==> src/rtl/hazard_control_unit_pkg.sv <==
// Shared types and constants for the pipeline hazard sequencer.
package hazard_control_unit_pkg;

    // Sequencer states: normal flow, or EX occupied by a multi-cycle mul/div.
    typedef enum logic [0:0] {
        RUN     = 1'b0,
        MD_WAIT = 1'b1
    } hcu_state_e;

    // Architectural zero register; writes to it never create a dependency.
    localparam logic [4:0] REG_ZERO = 5'd0;

    // Default width of the performance counters.
    localparam int DEFAULT_CNT_W = 32;

    // True when the load in EX produces a register the ID instruction reads.
    function automatic logic load_use_hit(
        input logic       mem_read,
        input logic [4:0] rd,
        input logic [4:0] rs1,
        input logic [4:0] rs2
    );
        return mem_read && (rd != REG_ZERO) && ((rd == rs1) || (rd == rs2));
    endfunction

endpackage

==> src/rtl/hazard_control_unit_sat_counter.sv <==
// Saturating up-counter with synchronous clear; holds at all-ones.
module sat_counter #(
    parameter int W = 32
) (
    input  logic         clk,
    input  logic         clr_i,
    input  logic         inc_i,
    output logic [W-1:0] count_o
);

    logic [W-1:0] count_q;

    // Clear wins over increment; the count sticks once it reaches all-ones.
    always_ff @(posedge clk) begin
        if (clr_i) begin
            count_q <= '0;
        end else if (inc_i && (count_q != {W{1'b1}})) begin
            count_q <= count_q + W'(1);
        end
    end

    assign count_o = count_q;

endmodule

==> src/rtl/hazard_control_unit.sv <==
// Stall/flush sequencer for the 5-stage pipeline: load-use bubbles,
// taken-redirect flushes, data-memory wait states and mul/div occupancy,
// plus saturating performance counters and a sticky mul/div watchdog.
module hazard_control_unit
    import hazard_control_unit_pkg::*;
#(
    parameter int CNT_W      = DEFAULT_CNT_W,
    parameter int MD_TIMEOUT = 64            // must be >= 2
) (
    input  logic             clk,
    input  logic             rst,
    input  logic [4:0]       rs1_id,
    input  logic [4:0]       rs2_id,
    input  logic [4:0]       rd_ex,
    input  logic             memRead_ex,
    input  logic             branch_taken_ex,
    input  logic             md_req_ex,
    input  logic             md_done,
    input  logic             dmem_stall,
    output logic             stall_if,
    output logic             stall_id,
    output logic             stall_ex,
    output logic             stall_mem,
    output logic             flush_id,
    output logic             flush_ex,
    output logic             flush_mem,
    output logic             md_start,
    output logic             md_error,
    output logic [CNT_W-1:0] stall_cycles,
    output logic [CNT_W-1:0] flush_count
);

    // Wide enough to hold MD_TIMEOUT-1.
    localparam int TO_W = (MD_TIMEOUT > 2) ? $clog2(MD_TIMEOUT) : 1;
    localparam logic [TO_W-1:0] TO_LAST = TO_W'(MD_TIMEOUT - 1);

    hcu_state_e      state_q, state_d;
    logic [TO_W-1:0] to_q, to_d;
    logic            armed_q, armed_d;   // cleared by a timeout until md_req_ex drops
    logic            md_error_q;
    logic            err_set;
    logic            lu_hit;

    assign lu_hit = load_use_hit(memRead_ex, rd_ex, rs1_id, rs2_id);

    // Priority decode of stalls/flushes plus next-state for the sequencer.
    always_comb begin
        stall_if  = 1'b0;
        stall_id  = 1'b0;
        stall_ex  = 1'b0;
        stall_mem = 1'b0;
        flush_id  = 1'b0;
        flush_ex  = 1'b0;
        flush_mem = 1'b0;
        md_start  = 1'b0;
        err_set   = 1'b0;
        state_d   = state_q;
        to_d      = to_q;
        armed_d   = armed_q;

        if (!rst) begin
            if (dmem_stall) begin
                // Whole pipe frozen; sequencer state and watchdog hold too.
                stall_if  = 1'b1;
                stall_id  = 1'b1;
                stall_ex  = 1'b1;
                stall_mem = 1'b1;
            end else if (state_q == MD_WAIT) begin
                if (md_done) begin
                    // Result advances out of EX at this edge.
                    state_d = RUN;
                    to_d    = '0;
                end else begin
                    stall_if  = 1'b1;
                    stall_id  = 1'b1;
                    stall_ex  = 1'b1;
                    flush_mem = 1'b1;
                    if (to_q == TO_LAST) begin
                        // Watchdog expired: give up, flag it, and refuse to
                        // restart until the request line is seen low.
                        err_set = 1'b1;
                        state_d = RUN;
                        to_d    = '0;
                        armed_d = 1'b0;
                    end else begin
                        to_d = to_q + TO_W'(1);
                    end
                end
            end else if (md_req_ex && armed_q) begin
                md_start  = 1'b1;
                stall_if  = 1'b1;
                stall_id  = 1'b1;
                stall_ex  = 1'b1;
                flush_mem = 1'b1;
                state_d   = MD_WAIT;
                to_d      = '0;
            end else if (branch_taken_ex) begin
                // ID holds a wrong-path instruction, so any load-use match is moot.
                flush_id = 1'b1;
                flush_ex = 1'b1;
            end else if (lu_hit) begin
                stall_if = 1'b1;
                stall_id = 1'b1;
                flush_ex = 1'b1;
            end

            if ((state_q == RUN) && !md_req_ex) begin
                armed_d = 1'b1;
            end
        end
    end

    // Sequencer state, watchdog counter, rearm flag and sticky error.
    always_ff @(posedge clk) begin
        if (rst) begin
            state_q    <= RUN;
            to_q       <= '0;
            armed_q    <= 1'b1;
            md_error_q <= 1'b0;
        end else begin
            state_q <= state_d;
            to_q    <= to_d;
            armed_q <= armed_d;
            if (err_set) begin
                md_error_q <= 1'b1;
            end
        end
    end

    assign md_error = md_error_q;

    sat_counter #(.W(CNT_W)) u_stall_cnt (
        .clk     (clk),
        .clr_i   (rst),
        .inc_i   (stall_if),
        .count_o (stall_cycles)
    );

    sat_counter #(.W(CNT_W)) u_flush_cnt (
        .clk     (clk),
        .clr_i   (rst),
        .inc_i   (flush_id),
        .count_o (flush_count)
    );

endmodule

==> config.mk <==
export PLATFORM = sky130hd
export DESIGN_NAME = hazard_control_unit
export DESIGN_NICKNAME = d
export VERILOG_FILES = /design/src/rtl/hazard_control_unit_pkg.sv /design/src/rtl/hazard_control_unit_sat_counter.sv /design/src/rtl/hazard_control_unit.sv
export SDC_FILE = /design/constraint.sdc
export NUM_CORES = 1
export LEC_CHECK = 0
export CAP_MARGIN = 5
export CORE_UTILIZATION = 45
export CTS_CLUSTER_SIZE = 10
export DETAILED_ROUTE_END_ITERATION = 7
export GPL_TIMING_DRIVEN = 1
export HOLD_SLACK_MARGIN = 0.02
export PLACE_DENSITY_LB_ADDON = 0.05
export SLEW_MARGIN = 20
export SYNTH_ARGS = -nofsm -noshare
export SYNTH_HDL_FRONTEND = slang
export SYNTH_HIERARCHICAL = 1
export SYNTH_SLANG_ARGS = --single-unit
==> constraint.sdc <==
create_clock -name clk -period 2.8 [get_ports clk]
set_input_delay 0.56 -clock clk [delete_from_list [all_inputs] [get_ports clk]]
set_output_delay 0.56 -clock clk [all_outputs]
set_load 0.01 [all_outputs]
; ---- Word level (Yosys, flattened, before mapping)
; Cells that the tools add are included.
[classes]
addsub = 3
n_mul = 0
div_mod_pow = 0
n_lt_le_gt_ge = 0
eq_ne = 5
shift = 0
muxes = 40
bitwise_logic = 3
reduce_logical = 13
[ops]
columns = op, n
row1 = $add 32x1->32 const B, 2
row2 = $ne 32x32->1 const B, 2
row3 = $mux 1, 36
row4 = $mux 6, 4
row5 = $eq 5x5->1, 2
row6 = $add 6x1->6 const B, 1
row7 = $eq 6x6->1 const B, 1
row8 = $logic_and 1x1->1, 6
row9 = $reduce_bool 5->1, 1
row10 = $reduce_and 4->1, 1
row11 = $not 1->1, 3
row12 = $reduce_and 2->1, 1
row13 = $reduce_bool 2->1, 1
row14 = $reduce_or 2->1, 1
row15 = $logic_not 1->1, 1
row16 = $logic_or 1x1->1, 1
[totals]
regBits = 73
latch_bits = 0
ramBits = 0
romBits = 0
in_bits = 22
output_inout_bits = 73
elab_cells = 70
mem_count = 0

; ---- Longest topological paths before layout
[logic_depth]
depth_word = 10
mapped_depth = 10
mapped_depth_nobuf = 9

; ---- By module
; Netlist, hierarchy kept.
[by_module_without_submodules]
columns = mod, instances, cells_per_inst, area_each_um2, seq_area_each_um2
row1 = sat_counter at u_flush_cnt, 1, 199, 1674.1, 640.6
row2 = sat_counter at u_stall_cnt, 1, 187, 1606.5, 640.6
row3 = hazard_control_unit, 1, 82, 658.1, 180.2

; ---- Worst setup path after synthesis
; OpenSTA, ideal clock, no wires.
[synth_path]
path_type = input to register
start = in rd_ex[2]
end = reg u_stall_cnt.count_q[30] (netlist: u_stall_cnt/count_o[30])
setup_time_ps = 70
arrival_time_ps = 3016
t_required_ps = 2730
setup_slack_ps = -287
cell_stages = 9
path_buffers = 0
path_cell_list = or4_1 -> o21ai_2 -> or4_1 -> o21bai_1 -> inv_1 -> nor4_2 -> o21ai_2 -> or4_1 -> a21oi_1
[synth_via]
elab_chain_cells = 10
word_cells_on_any_way = 13
cone_classes = 2 x eq/ne / 6 x mux / 5 x reduce/logical
[synth_lines]
columns = item, line_no
row1 = "start, declared", hazard_control_unit.sv:14  ; input logic [4:0] rd_ex,
row2 = $eq 5x5->1 or $reduce_bool 5->1 (tied branches), hazard_control_unit_pkg.sv:23  ; return mem_read && (rd != REG_ZERO) && ((rd == rs1) || (rd == rs2));
row3 = $logic_or 1x1->1 or $logic_and 1x1->1 (tied branches), hazard_control_unit_pkg.sv:23
row4 = $logic_and 1x1->1 *, hazard_control_unit_pkg.sv:23
row5 = $mux 1 * (6 in series), -
row6 = net stall_id, hazard_control_unit.sv:21  ; output logic stall_id,
row7 = $logic_and 1x1->1 *, hazard_control_unit_sat_counter.sv:17  ; end else if (inc_i && (count_q != {W{1'b1}})) begin
row8 = "end signal, assigned", hazard_control_unit_sat_counter.sv:18  ; count_q <= count_q + W'(1);
row9 = "end, declared", hazard_control_unit_sat_counter.sv:11  ; logic [W-1:0] count_q;
; Mark *: on every way through the listed nets, which the timed path passes. The rest lies on a longest branch.
; A chain may end at the register's enable or synchronous reset.

; ---- Final worst setup path
[layout_path]
start = in rd_ex[4]
end = out flush_ex
[layout_via]
elab_chain_cells = 9
word_cells_on_any_way = 12
cone_classes = 2 x eq/ne / 6 x mux / 4 x reduce/logical
[layout_lines]
columns = item, line_no
row1 = $eq 5x5->1 or $reduce_bool 5->1 (tied branches), hazard_control_unit_pkg.sv:23
row2 = $logic_or 1x1->1 or $logic_and 1x1->1 (tied branches), hazard_control_unit_pkg.sv:23
row3 = $logic_and 1x1->1 *, hazard_control_unit_pkg.sv:23
row4 = $mux 1 *, hazard_control_unit.sv:101  ; end else if (lu_hit) begin
row5 = $mux 1 *, hazard_control_unit.sv:97  ; end else if (branch_taken_ex) begin
row6 = $mux 1 *, hazard_control_unit.sv:89  ; end else if (md_req_ex && armed_q) begin
row7 = $mux 1 *, hazard_control_unit.sv:68  ; end else if (state_q == MD_WAIT) begin
row8 = $mux 1 *, hazard_control_unit.sv:62  ; if (dmem_stall) begin
row9 = $mux 1 *, hazard_control_unit.sv:61  ; if (!rst) begin
row10 = "end, declared", hazard_control_unit.sv:25  ; output logic flush_ex,
; Every way passes the cells marked *; elsewhere a longest branch is shown, timed or not.

==> key figures <==
Final layout
  • Multi-input logic area: 2395 um2
  • Number of diodes: 0
  • Share of cells above drive strength 1: 15.27%
  • Syn-to-layout area delta: 40.25%
  • Fillers: 723
  • Register area: 1461 um2
  • Final core utilization: 66.23%
  • Total Nets Final: 616

Routing
  • DR DRC count: 0
  • WL/cell: 15.06 um
  • Avg Vias per Cell: 5.795
  • Vias: 4062
  • Top routing layer in use: met4
  • Routed Antenna Nets: 0
  • Pre-antenna DRT Iters: 4
  • M1 WL: 4793 um
  • Met2 WL: 5148 um
  • WL final: 10550 um
  • DRT iter0 DRCs: 164
  • Met3 routed WL: 486 um

Power and ir drop
  • PD cells: 425.0 nW/um2
  • P_leak: 1.832 nW
  • VDD IR max: 0.0002857 V

Timing
  • Hold slack: 0.4463 ns
  • Slew Limit Fails: 0
  • Normalized max-slew margin: 58.43%
  • Final Hold Fails: 0
  • Final setup margin: 0.1023 ns
  • Least-Margin Pin Slew: 0.6188 ns
  • Clk_skew: 0.01039 ns
  • Tcrit/Tclk final: 96.35%
  • Fmax: 0.3707 GHz
  • RSZ-0062 raised after global routing: false
  • Final min period: 2.698 ns
  • Setup violations, final: 0
  • Fin Setup TNS: 0 ns

Critical path
  • CP max stage cell: clkdlybuf4s50_1
  • Critical Path RT: 2.24 ns
  • Startpoint types: input pin
  • Crit Path Category: in -> out
  • CP max FO: 2
  • Critical path arrival: 2.14 ns
  • Reg2reg setup slack: 0.33 ns
  • Kind of end point of the critical path: output port
  • Delay of the slowest cell on the worst path: 0.42 ns
  • Crit path cell chain: clkdlybuf4s50_1, buf_4, xor2_1, nor3_2, a22oi_2, o31ai_2, dlygate4sd2_1

Synthesis
  • Post-synthesis cell area: 3939 um2
  • Ys Warns: 6
  • Synth area leader: dfxtp_1
  • Syn Inst Count: 468
  • Sequential share of the synthesized area: 37.10%
  • Top-area cell type share of the netlist area: 37.10%
  • Mapped Avg Cell Area: 8.416 um2
  • Synth cell count leaders: 73 x dfxtp_1, 49 x a21oi_1, 39 x nor2_1
  • Synth unique cells: 60
  • Async S/R FF share, synth: 0%
  • Most common cell in the netlist: dfxtp_1
  • Ys flop type: dfxtp_1
  • #FFs+latches synth: 73
  • Post-synth EDFFs: 0
  • Synthesized Nets: 493
  • Main area contributors after synthesis: dfxtp_1 37%, a21oi_1 6.2%, or3_1 4.4%

Clock tree
  • CTS root buffer: clkbuf_8
  • CTS Buffer Depth: 2
  • # clock sinks: 73
  • CTS Buf Count: 9
  • Clock transition at path regs: 0.08 ns
  • Clk Latency, worst-skew pair: 0.35 ns
  • CTS tree: built
  • H-tree depth: 3

Placed design
  • Hpwl dp: 7556 um
  • Port bufs: 94
  • Pre-CTS setup slack: -0.4949 ns
  • Final GP Congestion: 0.8560

Global route
  • Antenna violations before repair: 0
  • First-pass GRT wire length: 17080 um
  • Number of global-route vias before repair: 3807
  • Largest net degree at the start of global routing: 51
  • Total GRT Usage: 23.49%
  • Gr ovfl total: 0

Die
  • Chip Height: 95.56 um
  • Count of boundary I/O pins: 95
  • Die area: 9131 um2
  • Starting Density: 47.22%
  • Std cell rows: 33
  • Core footprint: 8341 um2
  • Die width: 95.56 um

Min path
  • Worst min path class: reg -> reg

Flow run
  • Max cap viols: 0

Run status
  • Status: complete, no violations
power by group:
| part | switching [W] | internal [W] | total, W |
|---|---|---|---|
| Combinational | 0.0000854 | 0.0000860 | 0.000171 |
| Sequential | 0.0000112 | 0.00104 | 0.00105 |
| Clock | 0.000392 | 0.000730 | 0.00112 |
cell usage in the layout, fill, tap and decap left out, types with 3 or more instances in the layout:
cell type,n
xor2_1,18
nand4_1,17
and2_1,4
nor3b_1,3
o31ai_1,15
dlygate4sd2_1,5
nor2_1,39
and4_1,7
clkbuf_8,11
dfxtp_1,73
ha_1,3
o21ai_0,20
or4_1,15
xnor2_1,10
nand2_1,20
o21ai_1,9
nor2b_1,4
inv_1,5
o2111ai_1,4
buf_4,40
nor3_1,5
or3_1,28
nand3_1,31
nor4_1,6
a21oi_1,49
bufinv_16,4
nor4_2,3
clkdlybuf4s50_1,85
and3_1,9
sequential cells by signal, summed over array words and instances, names as in the netlist:
| signal | cells |
|---|---|
| u_stall_cnt/count_o | 32 |
| md_error | 1 |
| to_q | 6 |
| u_flush_cnt/count_o | 32 |
| state_q | 1 |
| armed_q | 1 |
worst max-delay path, delay by kind of cell:
family / cells / cell delay, ns
AOI/OAI and AO/OA: 2 / 0.40
xor gates and xnor gates: 1 / 0.16
buffers and inverters: 3 / 0.89
and+or+nand+nor: 1 / 0.12
worst paths after layout:
kind | from | to | cells after the start
hold / removal | md_error | md_error | 2
setup reg to reg | u_stall_cnt/count_o[0] | u_stall_cnt/count_o[15] | 7
hold reg to reg | md_error | md_error | 2
setup / recovery | rd_ex[4] | flush_ex | 7
cell type report:
class / count / share of cell area, %
Clock inverter: 5 / 2.265
Multi-Input combinational cell: 365 / 43.35
Sequential cell: 73 / 26.46
Timing Repair Buffer: 135 / 22.33
Tap cell: 105 / 2.378
Inverter: 7 / 0.4757
Clock buffer: 11 / 2.741
kinds of logic after synthesis:
logic type                 count (synthesis)  synth area share [%]
AOI/OAI and AO/OA                        120                 19.85
xor gates and xnor gates                  28                 6.226
adders and majority gates                  3                0.9531
buffers and inverters                     30                 3.780
DFF                                       73                 37.10
muxes                                      5                 1.366
and+or+nand+nor                          209                 30.72
through the flow:
stage | area [um2] | power, W | std cells
5_1_grt | 5524 | 0.002430 | 701
6_report | 5524 | 0.002348 | 701
3_3_place_gp | 5201 | 0.001242 | 684
4_1_cts | 5513 | 0.002370 | 701
2_1_floorplan | 3950 | 0.001162 | 468
3_5_place_dp | 5201 | 0.001245 | 684
routing by layer:
metal	GRT usage, %	vias up
met5	0	-
li1	-	2008
met1	28.45	1936
met2	40.89	107
met3	4.067	11
met4	9.701	0
what timing repair did:
item | 4_1_cts | 5_1_grt
setup buffers | 1 | 0
pin swaps | 2 | 3
resized for setup | 16 | 8
endpoints found under the setup margin | 8 | 6
hold buffers | 0 | 0
Power figures use the tool's default switching activity.
